**src/rtl/dff_bank_universal.sv**
```systemverilog
// ---------------------------------------------------------------------------
// dff_bank_universal
//   WIDTH-bit register bank with complementary outputs. One bank can hold,
//   parallel-load, toggle bits under a mask, shift or rotate either way, and
//   clear to RESET_VAL. Registered serial outputs let banks be chained.
//
//   Ports
//     clk_i      clock, all state updates on the rising edge
//     rst_n_i    synchronous active-low reset (priority over en_i / mode_i)
//     en_i       mode-execute enable; 0 forces hold
//     mode_i     operation select (see dff_bank_pkg)
//     d_i        parallel data / toggle mask
//     sin_l_i    serial input into bit 0 on shift-left
//     sin_r_i    serial input into bit WIDTH-1 on shift-right
//     q_o        registered state
//     qbar_o     ~q_o (combinational, never a separate register)
//     sout_l_o   bit shifted out by the most recent SHL/ROL
//     sout_r_o   bit shifted out by the most recent SHR/ROR
//     changed_o  1 for one cycle when the last edge altered q
// ---------------------------------------------------------------------------

package dff_bank_pkg;
    localparam logic [2:0] MODE_HOLD   = 3'b000;
    localparam logic [2:0] MODE_LOAD   = 3'b001;
    localparam logic [2:0] MODE_TOGGLE = 3'b010;
    localparam logic [2:0] MODE_SHL    = 3'b011;
    localparam logic [2:0] MODE_SHR    = 3'b100;
    localparam logic [2:0] MODE_ROL    = 3'b101;
    localparam logic [2:0] MODE_ROR    = 3'b110;
    localparam logic [2:0] MODE_CLEAR  = 3'b111;
endpackage

// ---------------------------------------------------------------------------
// dff_bank_cell
//   One bit of the bank. The parent resolves which neighbour (or serial
//   input / wrap bit) feeds this bit for left and right moves, so the cell
//   only needs a single mux plus its flop.
//
//   Ports
//     clk_i, rst_n_i, en_i, mode_i  shared controls
//     d_i        this bit of the parallel data / toggle mask
//     left_in_i  value this bit takes on SHL/ROL
//     right_in_i value this bit takes on SHR/ROR
//     q_o        registered bit
//     q_d_o      next-state value (ignoring reset), used for change detect
// ---------------------------------------------------------------------------
module dff_bank_cell #(
    parameter logic RST_BIT = 1'b0
) (
    input  logic       clk_i,
    input  logic       rst_n_i,
    input  logic       en_i,
    input  logic [2:0] mode_i,
    input  logic       d_i,
    input  logic       left_in_i,
    input  logic       right_in_i,
    output logic       q_o,
    output logic       q_d_o
);
    import dff_bank_pkg::*;

    logic q_q;
    logic q_d;

    // d_i only reaches the flop in LOAD/TOGGLE, so an undriven d_i cannot
    // leak X into q in any other mode.
    always_comb begin
        q_d = q_q;
        if (en_i) begin
            unique case (mode_i)
                MODE_HOLD:            q_d = q_q;
                MODE_LOAD:            q_d = d_i;
                MODE_TOGGLE:          q_d = q_q ^ d_i;
                MODE_SHL, MODE_ROL:   q_d = left_in_i;
                MODE_SHR, MODE_ROR:   q_d = right_in_i;
                MODE_CLEAR:           q_d = RST_BIT;
                default:              q_d = q_q;
            endcase
        end
    end

    always_ff @(posedge clk_i) begin
        if (!rst_n_i) q_q <= RST_BIT;
        else          q_q <= q_d;
    end

    assign q_o   = q_q;
    assign q_d_o = q_d;
endmodule

// ---------------------------------------------------------------------------
// dff_bank_universal (top)
// ---------------------------------------------------------------------------
module dff_bank_universal #(
    parameter int               WIDTH     = 8,
    parameter logic [WIDTH-1:0] RESET_VAL = {WIDTH{1'b0}}
) (
    input  logic             clk_i,
    input  logic             rst_n_i,
    input  logic             en_i,
    input  logic [2:0]       mode_i,
    input  logic [WIDTH-1:0] d_i,
    input  logic             sin_l_i,
    input  logic             sin_r_i,
    output logic [WIDTH-1:0] q_o,
    output logic [WIDTH-1:0] qbar_o,
    output logic             sout_l_o,
    output logic             sout_r_o,
    output logic             changed_o
);
    import dff_bank_pkg::*;

    logic [WIDTH-1:0] q_q;
    logic [WIDTH-1:0] q_d;
    logic [WIDTH-1:0] left_in;
    logic [WIDTH-1:0] right_in;

    logic sout_l_q, sout_l_d;
    logic sout_r_q, sout_r_d;
    logic changed_q, changed_d;

    // End bits: serial input for shifts, wrap bit for rotates.
    logic left_end, right_end;
    assign left_end  = (mode_i == MODE_ROL) ? q_q[WIDTH-1] : sin_l_i;
    assign right_end = (mode_i == MODE_ROR) ? q_q[0]       : sin_r_i;

    for (genvar i = 0; i < WIDTH; i++) begin : g_bit
        if (i == 0) begin : g_lo
            assign left_in[i] = left_end;
        end else begin : g_lo
            assign left_in[i] = q_q[i-1];
        end
        if (i == WIDTH-1) begin : g_hi
            assign right_in[i] = right_end;
        end else begin : g_hi
            assign right_in[i] = q_q[i+1];
        end

        dff_bank_cell #(
            .RST_BIT (RESET_VAL[i])
        ) u_cell (
            .clk_i      (clk_i),
            .rst_n_i    (rst_n_i),
            .en_i       (en_i),
            .mode_i     (mode_i),
            .d_i        (d_i[i]),
            .left_in_i  (left_in[i]),
            .right_in_i (right_in[i]),
            .q_o        (q_q[i]),
            .q_d_o      (q_d[i])
        );
    end

    always_comb begin
        sout_l_d = sout_l_q;
        sout_r_d = sout_r_q;
        if (en_i) begin
            if (mode_i == MODE_SHL || mode_i == MODE_ROL) sout_l_d = q_q[WIDTH-1];
            if (mode_i == MODE_SHR || mode_i == MODE_ROR) sout_r_d = q_q[0];
        end
        // q_d already equals q_q when en_i=0, so this covers hold too.
        changed_d = (q_d != q_q);
    end

    always_ff @(posedge clk_i) begin
        if (!rst_n_i) begin
            sout_l_q  <= 1'b0;
            sout_r_q  <= 1'b0;
            changed_q <= 1'b0;
        end else begin
            sout_l_q  <= sout_l_d;
            sout_r_q  <= sout_r_d;
            changed_q <= changed_d;
        end
    end

    assign q_o       = q_q;
    assign qbar_o    = ~q_q;
    assign sout_l_o  = sout_l_q;
    assign sout_r_o  = sout_r_q;
    assign changed_o = changed_q;
endmodule

```
**config.mk**
```make
export PLATFORM = sky130hd
export DESIGN_NAME = dff_bank_universal
export DESIGN_NICKNAME = d
export VERILOG_FILES = /design/src/rtl/dff_bank_universal.sv
export SDC_FILE = /design/constraint.sdc
export NUM_CORES = 1
export LEC_CHECK = 0
export CELL_PAD_IN_SITES_DETAIL_PLACEMENT = 0
export CELL_PAD_IN_SITES_GLOBAL_PLACEMENT = 1
export CORE_MARGIN = 5
export CORE_UTILIZATION = 35
export DETAILED_ROUTE_END_ITERATION = 6
export GPL_ROUTABILITY_DRIVEN = 1
export PLACE_DENSITY = 0.91
export SLEW_MARGIN = 10
export SYNTH_ARGS = -nofsm -noshare
export SYNTH_HDL_FRONTEND = slang
export SYNTH_SLANG_ARGS = --single-unit
```
**constraint.sdc**
```tcl
create_clock -name clk_i -period 3.9 [get_ports clk_i]
set_input_delay 0.585 -clock clk_i [delete_from_list [all_inputs] [get_ports clk_i]]
set_output_delay 0.585 -clock clk_i [all_outputs]
set_load 0.03 [all_outputs]
```
==> results.ini <==
[outcome]
outcome=finished clean

[sta]
tns_ps=0
relSlewSlack_pct=55.5
slew_violations=0
rsz0062_at_grt=no
fin_skew_ps=1.11
post-route-period-util_pct=71.7
tightest_slew_ps=666
setup_ws_ps=1110
fmax_mhz=358
setup_violations=0
finalCriticalPeriod_ps=2790
hold_violations=0

[grt]
met2_usage_pct=24.5
overflow=0
grt_max_degree=21
grt_util_met3_pct=1.53
grt_pass1_vias=1167
antenna_found_initial=0
use_met1_pct=19.6
grt.busiest_layer=met2
track_usage_pct=15.4
grt_pass1_wl_mm=5.29

[setup_path]
r2r_setup_slack_ps=2080
worstPathRequired_ps=4050
rr_endpoint=changed_o
r2r_cells=6
crit_type=primary input to flip-flop
cp-start-kind=primary input
endpoint_kind=flip-flop
reg2reg_from=g_bit[1].u_cell.q_o
crit_arrival_ps=2940
cp_max_fo=20

[yosys]
syn_nets=170
synth_cell_types=44
yosysSeqAreaShare_pct=19.8
synth_area_leaders=dfxtp_1 (20%), o21ai_0 (8.6%), a21oi_1 (6.8%), buf_4 (6.8%), mux2i_1 (4.5%)
synth_top_area_share_pct=19.8
synthCells=154
yosysMostFrequentCell=o21ai_0
synthArstFlopShare_pct=0
synth_warnings=0
ys_ff_latch=11
synth_edf_count=0
postSynthAreaPerCell_um2=7.21
ys_top_cells_by_count=o21ai_0 (19), a21oi_1 (15), nand2_1 (13)
synth_area_um2=1110
ys.flop_type=dfxtp_1
yosysTopAreaCell=dfxtp_1

[clock_network]
clock_latency_ps=280
root_buffer=clkbuf_4
clkTransAtPathRegs_ps=70
clockBufferDepth=2
cts_made_buffers=3
clock_sinks=11
cts_tree=built
cts_hold_buf=0
cts_setup_buffers=0
cts.repair.resized=0
cts_htree_levels=1

[floorplan]
initial_core_util_pct=36.4
core_area_um2=3050
die-area_um2=4400
die_width_um=66.3
die_y_um=66.3
ioPinCount=35
rows=20

[flow_run]
maxCapViolCount=0

[min_path]
holdCritStartpoint=sout_r_o
min_path_cells=2
hold_class=flip-flop to flip-flop
min_to=sout_r_o

[routing]
vias=1264
detail_route.wl_per_cell_um=14.9
viasPerCell=5.75
first_pass_iters=5
drc=0
wirelength_mm=3.27
ant_nets=0
drtIter0Drc=156

[placement]
hpwlAfterDp_mm=2.48
placed_area_um2=1390
gp_congestion=0.913
port_buffers=34
place_ws_ps=816

[finish]
area_delta_synth_final_pct=27.7
layout-drive-gt1-share_pct=5.11
diodes=0
fin_nets=193
stdcell_area_um2=1420
num-fill-cells=321

[power_and_ir_drop]
p_per_area_nw_per_um2=269
vdd_drop_max_uv=141
p_leak_nw=0.499

==> per-stage QoR <==
stage                     cells  hold slack (ps)  total power, W  util [%]
after global placement      216              483        0.000299      45.6
final                       220              500        0.000381      46.4
after detailed placement    216              490        0.000301      45.6
after CTS                   220              508        0.000383      46.4
after global routing        220              561        0.000405      46.4
after floorplan             154              501        0.000247         -
==> critical path, stage by stage <==
cell and delay (ps):
clkdlybuf4s50_1 900, nor2_1 210, a21oi_1 210, o2111ai_2 170, a221o_1 410, o41ai_2 320, a41oi_1 140
==> metal layers <==
layer,vias to the layer above,share of wire (%)
met5,-,0
met1,580,44
li1,611,-
met2,64,46
met3,9,7.0
met4,0,2.9
==> report_power, final <==
part	leakage, nW	total [W]	internal (W)	switching (W)
Sequential	0.0906	0.000133	0.000120	0.0000126
Combinational	0.394	0.000166	0.0000706	0.0000956
Clock	0.0150	0.0000814	0.0000397	0.0000417
Total	0.499	0.000381	0.000231	0.000150
==> flip-flops by register name, summed over array words and instances, names as in the netlist <==
register	flops
sout_l_o	1
g_bit.u_cell.q_o	8
sout_r_o	1
changed_o	1
==> area by class of cell <==
| type | instances | area [µm²] | share of cell area (%) |
|---|---|---|---|
| multi-input cells | 114 | 723 | 51.0 |
| repair buffers | 35 | 348 | 24.5 |
| flip-flops and latches | 11 | 220 | 15.5 |
| well taps | 44 | 55.1 | 3.88 |
| inverters | 12 | 45.0 | 3.18 |
| clock buffers | 4 | 26.3 | 1.85 |
==> how the worst max path moves through the flow <==
| stage | start | endpoint | slack [ps] | depth (start not counted) |
|---|---|---|---|---|
| global route | mode_i[2] | changed_o | 950 | 7 |
| CTS | mode_i[1] | changed_o | 1120 | 7 |
| floorplan | mode_i[1] | changed_o | 1830 | 7 |
| finish | mode_i[2] | changed_o | 1110 | 7 |
| global placement | mode_i[2] | changed_o | 900 | 7 |
| detailed placement | mode_i[2] | changed_o | 820 | 7 |
==> cells in the final DEF (no fill, tap or decap), types with 2 or more instances in the layout <==
master / n
clkbuf_4: 3
xnor2_1: 2
o21a_1: 3
o22ai_1: 2
a21o_1: 4
dfxtp_1: 11
clkdlybuf4s50_1: 34
nand2b_1: 2
mux2i_1: 5
nor2_1: 7
o221ai_1: 2
a21oi_1: 15
nand2_1: 13
inv_1: 12
nand3b_1: 3
a21boi_0: 2
nand3_1: 8
a211oi_1: 2
nor3b_1: 2
o21ai_0: 19
a41oi_1: 2
==> kinds of logic after synthesis <==
group / Yosys count / synth area share, %
AO/OA/AOI/OAI: 63 / 37.8
buffers and inverters: 29 / 15.0
AND/OR/NAND/NOR: 42 / 18.9
adder cells (fa/ha/maj): 1 / 0.902
flip-flops: 11 / 19.8
XOR/XNOR: 3 / 3.04
multiplexers: 5 / 4.51
(Power assumes the default switching activity.)
